[config.mk]
export PLATFORM = sky130hd
export DESIGN_NAME = opl3_sample_pacer
export DESIGN_NICKNAME = d
export VERILOG_FILES = /design/src/rtl/opl3_pkg.sv /design/src/rtl/opl3_rate_gen.sv /design/src/rtl/opl3_sample_pacer.sv
export SDC_FILE = /design/constraint.sdc
export NUM_CORES = 1
export LEC_CHECK = 0
export BUFFER_PORTS_ARGS = -buffer_cell sky130_fd_sc_hd__buf_4
export CORE_ASPECT_RATIO = 1.25
export CORE_MARGIN = 2
export CORE_UTILIZATION = 33
export CTS_CLUSTER_DIAMETER = 60
export DETAILED_ROUTE_END_ITERATION = 16
export SYNTH_ARGS = -nofsm -noshare
export SYNTH_HDL_FRONTEND = slang
export SYNTH_HIERARCHICAL = 1
export SYNTH_SLANG_ARGS = --single-unit
[constraint.sdc]
create_clock -name clk -period 3.5 [get_ports clk]
set_input_delay 0.35 -clock clk [delete_from_list [all_inputs] [get_ports clk]]
set_output_delay 0.35 -clock clk [all_outputs]
set_load 0.01 [all_outputs]
[src/rtl/opl3_pkg.sv]
// Shared types and defaults for the OPL3 output sample pacer.
package opl3_pkg;

    typedef logic signed [15:0] opl3_sample_t;

    localparam int unsigned OPL3_CLK_HZ  = 50_000_000;
    localparam int unsigned OPL3_RATE_HZ = 44_100;

    typedef enum logic [1:0] {
        S_IDLE,
        S_WAIT_RDY,
        S_READ
    } pacer_state_e;

endpackage

[src/rtl/opl3_rate_gen.sv]
// Fractional-accumulator sample tick: exactly RATE_HZ ticks per CLK_HZ clocks.
module opl3_rate_gen
    import opl3_pkg::*;
#(
    parameter int unsigned CLK_HZ  = OPL3_CLK_HZ,
    parameter int unsigned RATE_HZ = OPL3_RATE_HZ
) (
    input  logic clk,
    input  logic reset,
    output logic tick
);

    logic [31:0] r_phase;
    logic        r_tick;
    logic [32:0] w_sum;

    // One spare bit so phase + RATE_HZ cannot wrap before the compare.
    assign w_sum = {1'b0, r_phase} + 33'(RATE_HZ);

    always_ff @(posedge clk) begin
        if (reset) begin
            r_phase <= '0;
            r_tick  <= 1'b0;
        end else if (w_sum >= 33'(CLK_HZ)) begin
            r_phase <= 32'(w_sum - 33'(CLK_HZ));
            r_tick  <= 1'b1;
        end else begin
            r_phase <= 32'(w_sum);
            r_tick  <= 1'b0;
        end
    end

    assign tick = r_tick;

endmodule

[src/rtl/opl3_sample_pacer.sv]
// Paces one sequencer read per sample period and emits a registered stereo sample.
module opl3_sample_pacer
    import opl3_pkg::*;
#(
    parameter int unsigned CLK_HZ             = OPL3_CLK_HZ,
    parameter int unsigned RATE_HZ            = OPL3_RATE_HZ,
    parameter bit          CHECK_FRAME_BUDGET = 1'b1
) (
    input  logic        clk,
    input  logic        reset,
    input  logic        enable,
    input  logic        mute,
    input  logic        seq_ready,
    input  logic [15:0] seq_a,
    input  logic [15:0] seq_b,
    output logic        seq_rd,
    output logic [15:0] out_l,
    output logic [15:0] out_r,
    output logic        out_strobe,
    output logic [7:0]  overrun_cnt
);

    if (RATE_HZ >= CLK_HZ) begin : g_bad_rate
        $error("opl3_sample_pacer: RATE_HZ must be below CLK_HZ");
    end

    // The sequencer needs up to 1024 clocks per frame.
    if (CHECK_FRAME_BUDGET && (CLK_HZ / RATE_HZ) < 1024) begin : g_bad_budget
        $error("opl3_sample_pacer: CLK_HZ/RATE_HZ below sequencer frame budget");
    end

    logic         w_tick;
    pacer_state_e r_state;
    logic         r_seq_rd;
    opl3_sample_t r_buf_l;
    opl3_sample_t r_buf_r;
    logic [15:0]  r_out_l;
    logic [15:0]  r_out_r;
    logic         r_strobe;
    logic [7:0]   r_overrun;

    opl3_rate_gen #(
        .CLK_HZ (CLK_HZ),
        .RATE_HZ(RATE_HZ)
    ) u_rate_gen (
        .clk  (clk),
        .reset(reset),
        .tick (w_tick)
    );

    always_ff @(posedge clk) begin
        if (reset) begin
            r_state   <= S_IDLE;
            r_seq_rd  <= 1'b0;
            r_buf_l   <= '0;
            r_buf_r   <= '0;
            r_out_l   <= '0;
            r_out_r   <= '0;
            r_strobe  <= 1'b0;
            r_overrun <= '0;
        end else begin
            r_seq_rd <= 1'b0;
            // enable only gates new requests; an open handshake always completes.
            case (r_state)
                S_IDLE: begin
                    if (w_tick && enable) r_state <= S_WAIT_RDY;
                end
                S_WAIT_RDY: begin
                    if (seq_ready) begin
                        r_state  <= S_READ;
                        r_seq_rd <= 1'b1;
                    end
                end
                S_READ: begin
                    r_state <= S_IDLE;
                    r_buf_l <= seq_a;
                    r_buf_r <= seq_b;
                end
                default: r_state <= S_IDLE;
            endcase

            // Emit reads the buffer before any same-edge capture lands.
            if (w_tick) begin
                r_out_l <= (mute || !enable) ? '0 : r_buf_l;
                r_out_r <= (mute || !enable) ? '0 : r_buf_r;
                if (r_state != S_IDLE && r_overrun != 8'hFF) r_overrun <= r_overrun + 8'd1;
            end
            r_strobe <= w_tick;
        end
    end

    assign seq_rd      = r_seq_rd;
    assign out_l       = r_out_l;
    assign out_r       = r_out_r;
    assign out_strobe  = r_strobe;
    assign overrun_cnt = r_overrun;

endmodule

* Word-level counts from Yosys, hierarchy flattened
Cells that the tools add are included.
Word-level totals: bits in registers 109, input port bits 37, output and inout port bits 42, word-level logic and storage cells 37
Operators by class: $add $sub $neg 3, $lt $le $gt $ge 1, eq/ne operators 5, multiplexer cells 8, bitwise gates (word level) 1, reductions and logical operators 9
Operators by type and width (count):
- adder 32 x 16 -> 33 bit, second input constant | 1
- >= comparator 33 x 26 -> 1 bit, second input constant | 1
- two-way mux 16 bit | 2
- two-way mux 32 bit | 1
- subtractor 32 x 26 -> 32 bit, second input constant | 1
- adder 8 x 1 -> 8 bit, second input constant | 1
- != test 8 bit, second input constant | 1
- two-way mux 2 bit | 2
- != test 2 bit, second input constant | 2
- case mux 2 bit (2 select lines) | 1
- AND reduction 2 bit | 2
- equality test 2 x 1 -> 1 bit, second input constant | 1
- equality test 2 bit, second input constant | 1
- logical AND 1 bit | 2
- logical NOT 2 bit | 1
- two-way mux 1 bit | 2
- nonzero test 2 bit | 1
- OR reduction 2 bit | 1
- logical NOT 1 bit | 1
- logical OR 1 bit | 1
- inverter 1 bit | 1

* Longest topological paths before layout
depth after elaboration 3, mapped depth 14, depth with buffers taken out 12

* By module
Netlist, hierarchy kept.
By module, submodules not included:
- opl3_sample_pacer | instances 1, cells each 348, area each 2877.8 µm²
- opl3_rate_gen | instances 1, cells each 346, area each 2717.6 µm²

* Worst setup path after synthesis
Ideal clock, no wire load.
kind register to register, from register u_rate_gen.r_phase[3], to register u_rate_gen.r_phase[13], arrival 3.015 ns, data required time 3.379 ns, path slack 0.364 ns, cell stages (with the launch flop) 13, period minus slack after synthesis 3.136 ns, path through dfxtp_1 ha_1 a31oi_2 nor3_2 o21ai_0 or2_1 a221oi_2 o21ai_2 o21bai_4 buf_6 nand2_1 a21oi_1 mux2_2
Between the ends: cells in the longest elaborated chain, start to end 3, elaborated cells on any way between the ends 4, those cells by class add/sub (2); order compare (1); mux (1)
Ends and longest elaborated chain:
- from (decl) | RTL line opl3_rate_gen.sv:13 | logic [31:0] r_phase;
- from (signal assigned) | RTL line opl3_rate_gen.sv:25 | r_phase <= 32'(w_sum - 33'(CLK_HZ));
- from (signal assigned) | RTL line opl3_rate_gen.sv:28 | r_phase <= 32'(w_sum);
- adder 32 x 16 -> 33 bit (*) | RTL line opl3_rate_gen.sv:18 | assign w_sum = {1'b0, r_phase} + 33'(RATE_HZ);
- subtractor 32 x 26 -> 32 bit or >= comparator 33 x 26 -> 1 bit (tied branches) | RTL line opl3_rate_gen.sv:25, opl3_rate_gen.sv:24
- two-way mux 32 bit (*) | RTL line opl3_rate_gen.sv:24 | end else if (w_sum >= 33'(CLK_HZ)) begin
Mark *: on every way between the ends. The rest lies on a longest branch, timed or not. A chain may end at the register's enable or synchronous reset.

* Worst setup path in the final report
from register u_rate_gen.r_phase[11], to register u_rate_gen.r_phase[13]
The elaborated chain is that of the path after synthesis.

==> flow_results.xml <==
<?xml version="1.0" encoding="UTF-8"?>
<metrics>
  <group name="floorplan">
    <metric name="die_y" unit="um">150</metric>
    <metric name="num_rows" unit="">53</metric>
    <metric name="number_of_placed_i_o_pins" unit="">79</metric>
    <metric name="placeable_core_region" unit="um^2">16700</metric>
    <metric name="floorplan.die.width" unit="um">120</metric>
    <metric name="initial_core_util" unit="%">33.5</metric>
    <metric name="design.die.area" unit="um^2">18000</metric>
  </group>
  <group name="global_routing">
    <metric name="global_route_wire_length_before_repair" unit="um">23700</metric>
    <metric name="antenna_violations_before_repair" unit="">0</metric>
    <metric name="grtUsageTotal" unit="%">16.2</metric>
    <metric name="grt_use_met2" unit="%">26.8</metric>
    <metric name="grt_util_met3" unit="%">3.01</metric>
    <metric name="number_of_global_route_vias_before_repair" unit="">4785</metric>
    <metric name="met1_usage" unit="%">20.4</metric>
    <metric name="grt-busiest-layer" unit="">met2</metric>
    <metric name="largest_net_degree_at_the_start_of_global_routing" unit="">60</metric>
    <metric name="grt.overflow.total" unit="">0</metric>
  </group>
  <group name="synthesis">
    <metric name="synth_top_area_share" unit="%">38.3</metric>
    <metric name="synth_seq_area_share" unit="%">38.3</metric>
    <metric name="netlist-cell-type-count" unit="">81</metric>
    <metric name="synth-seq-cells" unit="">107</metric>
    <metric name="post_synth_main_area_contributors" unit="">sky130_fd_sc_hd__dfxtp_1 38%, sky130_fd_sc_hd__a21oi_1 8.3%, sky130_fd_sc_hd__nand2_1 6.0%</metric>
    <metric name="yosys.cell_count.top_type" unit="">sky130_fd_sc_hd__dfxtp_1</metric>
    <metric name="post_synth.cell_area_avg" unit="um^2">8.06</metric>
    <metric name="synth_top_flop_cell" unit="">sky130_fd_sc_hd__dfxtp_1</metric>
    <metric name="synth_area_leader_cell" unit="">sky130_fd_sc_hd__dfxtp_1</metric>
    <metric name="syn_area" unit="um^2">5600</metric>
    <metric name="synth_edf_count" unit="">0</metric>
    <metric name="yosysWarnings" unit="">6</metric>
    <metric name="syn_inst" unit="">694</metric>
    <metric name="synth_top_cells_by_count" unit="">107 x sky130_fd_sc_hd__dfxtp_1, 93 x sky130_fd_sc_hd__a21oi_1, 90 x sky130_fd_sc_hd__nand2_1</metric>
    <metric name="synth_nets" unit="">734</metric>
    <metric name="postSynth.asyncResetShare" unit="%">0</metric>
  </group>
  <group name="critical_path">
    <metric name="worstSetupStartpointType" unit="">register</metric>
    <metric name="r2r_slack" unit="ns">0.22</metric>
    <metric name="worst_setup_path_end_kind" unit="">register</metric>
    <metric name="timing.rr.end" unit="">u_rate_gen/r_phase[13]$_SDFF_PP0_</metric>
    <metric name="biggest_fanout_along_the_worst_timing_path" unit="">13</metric>
    <metric name="timing.setup.critical_path_class" unit="">reg -&gt; reg</metric>
    <metric name="cpMostUsedCell" unit="">sky130_fd_sc_hd__buf_4</metric>
    <metric name="crit_required" unit="ns">3.75</metric>
    <metric name="reg2reg_from" unit="">u_rate_gen/r_phase[11]$_SDFF_PP0_</metric>
    <metric name="ff2ff_path_depth" unit="">13</metric>
    <metric name="timing.critical_path.arrival" unit="ns">3.53</metric>
    <metric name="cp-startpoint" unit="">u_rate_gen/r_phase[11]$_SDFF_PP0_</metric>
    <metric name="cp_slowest_stage_delay" unit="ns">0.61</metric>
    <metric name="timing.critical_path.cells" unit="">nand4bb_1, nor3_1, buf_4, nand2b_1, buf_4, a211o_1, nand4bb_1, nor2_1, o21bai_4, buf_4, a22o_1, a21oi_1, mux2_2</metric>
    <metric name="worst_path_max_delay_cell" unit="">sky130_fd_sc_hd__dfxtp_1</metric>
    <metric name="cp-endpoint" unit="">u_rate_gen/r_phase[13]$_SDFF_PP0_</metric>
  </group>
  <group name="cts">
    <metric name="cts_tree" unit="">yes</metric>
    <metric name="cts_made_buffers" unit="">9</metric>
    <metric name="cts_htree_levels" unit="">3</metric>
    <metric name="ctsRootBufferMaster" unit="">sky130_fd_sc_hd__clkbuf_16</metric>
    <metric name="cts.sink_count" unit="">107</metric>
    <metric name="ctsLongestPathBuffers" unit="">2</metric>
    <metric name="cts.clk_slew.worst_paths" unit="ns">0.08</metric>
    <metric name="post_cts_hold_buffer_count" unit="">0</metric>
    <metric name="clock_insertion_delay_worst_skew" unit="ns">0.36</metric>
  </group>
  <group name="timing">
    <metric name="post-route-period-util" unit="%">93.7</metric>
    <metric name="grt_setup_unrepaired" unit="">no</metric>
    <metric name="final.min_clock_period" unit="ns">3.28</metric>
    <metric name="timing_worst_slew_pin_value" unit="ns">0.634</metric>
    <metric name="max-slew-margin-rel" unit="%">57.7</metric>
    <metric name="skew" unit="ns">0.00924</metric>
    <metric name="count_of_final_setup_violators" unit="">0</metric>
    <metric name="holdWs" unit="ns">0.233</metric>
    <metric name="maxClockFrequency" unit="MHz">305</metric>
    <metric name="drv_slew" unit="">0</metric>
    <metric name="setup_tns" unit="ns">0</metric>
    <metric name="final_hold_viol_count" unit="">0</metric>
  </group>
  <group name="detailed_routing">
    <metric name="dr.pass1.iters" unit="">5</metric>
    <metric name="antenna_violating_nets_post_route" unit="">0</metric>
    <metric name="vias_per_cell" unit="">5.14</metric>
    <metric name="vias" unit="">5090</metric>
    <metric name="postRouteWirelength" unit="um">14500</metric>
    <metric name="post_drt_wl_per_cell" unit="um">14.6</metric>
    <metric name="drt_first_iter_violations" unit="">404</metric>
    <metric name="remaining_drc_errors" unit="">0</metric>
  </group>
  <group name="power_and_ir_drop">
    <metric name="total_power" unit="W">0.00459</metric>
    <metric name="pwr-share-comb" unit="%">41.6</metric>
    <metric name="power.density" unit="nW/um^2">677</metric>
    <metric name="leakage_power" unit="nW">2.52</metric>
    <metric name="cellInternalPower" unit="W">0.00274</metric>
    <metric name="seq_power_share" unit="%">35.3</metric>
    <metric name="ir_worst_vdd" unit="V">0.000310</metric>
    <metric name="sw_frac_of_total" unit="%">40.2</metric>
    <metric name="power_frac_clock" unit="%">23.1</metric>
    <metric name="p_sw" unit="W">0.00185</metric>
  </group>
  <group name="placement">
    <metric name="hpwlAfterDp" unit="um">10100</metric>
    <metric name="dp_cells" unit="">972</metric>
    <metric name="gp_congestion" unit="">0.879</metric>
    <metric name="port_buffers" unit="">78</metric>
  </group>
  <group name="min_path">
    <metric name="worst_hold_path_type" unit="">in -&gt; reg</metric>
  </group>
  <group name="status">
    <metric name="run_status" unit="">completed</metric>
  </group>
  <group name="cells_and_area">
    <metric name="cell_count_final_fillers_out" unit="">991</metric>
    <metric name="synth_to_final_area_change" unit="%">21.2</metric>
    <metric name="num_antenna_cells" unit="">0</metric>
    <metric name="layout.nets" unit="">806</metric>
    <metric name="layout-drive-gt1-share" unit="%">20.9</metric>
  </group>
  <group name="run">
    <metric name="drv_cap" unit="">0</metric>
  </group>
</metrics>
[power groups by stage]
stage	sequential (W)	combinational (W)	clock, W
global route	0.00165	0.00210	0.00115
floorplan	0.00148	0.00154	0
global placement	0.00164	0.00187	0
CTS	0.00161	0.00189	0.00110
finish	0.00162	0.00191	0.00106
detailed placement	0.00164	0.00188	0
[kinds of logic (layout without fill, tap and decap cells)]
kind of cell / after synthesis / after routing / share of synthesized area, %
adders and majority gates: 3 / 3 / 0.671
AOI/OAI and AO/OA: 172 / 172 / 21.0
muxes: 10 / 10 / 1.95
DFF: 107 / 107 / 38.3
buffers and inverters: 60 / 137 / 5.28
xor gates and xnor gates: 37 / 37 / 5.79
and+or+nand+nor: 305 / 305 / 27.0
[registers in the layout, summed over array words and instances, names as in the netlist]
signal,cells
overrun_cnt,8
r_buf_l,16
r_buf_r,16
u_rate_gen/tick,1
r_state,2
seq_rd,1
u_rate_gen/r_phase,30
out_r,16
out_strobe,1
out_l,16
[cell type report]
| class | instances | area (um^2) |
|---|---|---|
| Clock inverter | 7 | 88.8 |
| Sequential cell | 107 | 2150 |
| Inverter | 11 | 41.3 |
| Multi-Input combinational cell | 527 | 3180 |
| Clock buffer | 9 | 225 |
| Tap cell | 220 | 275 |
| Timing Repair Buffer | 110 | 826 |
| Fill cell | 1717 | 9930 |
[placed cells by master, fill, tap and decap left out, types with 3 or more instances in the layout]
cell type and instances:
sky130_fd_sc_hd__dfxtp_2 4, sky130_fd_sc_hd__a211oi_1 16, sky130_fd_sc_hd__nand3_1 16, sky130_fd_sc_hd__nor2b_1 44
sky130_fd_sc_hd__o21ai_0 11, sky130_fd_sc_hd__inv_1 11, sky130_fd_sc_hd__nor2_1 83, sky130_fd_sc_hd__nor4_1 6
sky130_fd_sc_hd__nor3b_1 3, sky130_fd_sc_hd__nor3_1 14, sky130_fd_sc_hd__a21oi_1 93, sky130_fd_sc_hd__buf_4 110
sky130_fd_sc_hd__clkbuf_16 9, sky130_fd_sc_hd__xor2_1 9, sky130_fd_sc_hd__xnor2_1 28, sky130_fd_sc_hd__a211o_1 3
sky130_fd_sc_hd__o211ai_1 8, sky130_fd_sc_hd__and3_1 7, sky130_fd_sc_hd__dfxtp_1 103, sky130_fd_sc_hd__nand2_1 90
sky130_fd_sc_hd__mux2_2 7, sky130_fd_sc_hd__mux2i_1 3, sky130_fd_sc_hd__nand4_1 10
[repair_timing]
action / in CTS / in global routing
setup buffers: 0 / 3
gates resized for setup: 0 / 9
setup endpoints to repair: 0 / 14
[critical path, delay by kind of cell (launching register included)]
family	cells	cell delay, ns
AOI/OAI and AO/OA	4	0.67
buffers and inverters	3	0.50
DFF	1	0.61
muxes	1	0.36
and+or+nand+nor	5	1.03
[how the worst min path moves through the flow]
stage | startpoint | to | slack [ns] | depth (start not counted)
after floorplan | r_buf_l[0]$_SDFFE_PP0N_ | r_buf_l[0]$_SDFFE_PP0N_ | 0.44 | 2
after global placement | r_buf_l[13]$_SDFFE_PP0N_ | r_buf_l[13]$_SDFFE_PP0N_ | 0.44 | 2
after detailed placement | r_buf_r[1]$_SDFFE_PP0N_ | r_buf_r[1]$_SDFFE_PP0N_ | 0.45 | 2
after CTS | seq_a[3] | r_buf_l[3]$_SDFFE_PP0N_ | 0.22 | 3
after global routing | seq_a[6] | r_buf_l[6]$_SDFFE_PP0N_ | 0.21 | 3
final | seq_a[3] | r_buf_l[3]$_SDFFE_PP0N_ | 0.23 | 3
[per-layer routing]
metal	up-vias	wire, um
met5	-	0
met3	27	677
li1	2574	-
met1	2359	6520
met4	0	414
met2	130	6890
[per-stage QoR]
step	utilization, %	setup WS [ns]	instance area, um^2
global placement	38.4	0.223	6420
finish	40.6	0.219	6780
global route	40.6	0.00387	6780
floorplan	-	0.364	5600
detailed placement	38.4	0.164	6420
CTS	40.3	0.142	6740
(Power assumes the default switching activity.)
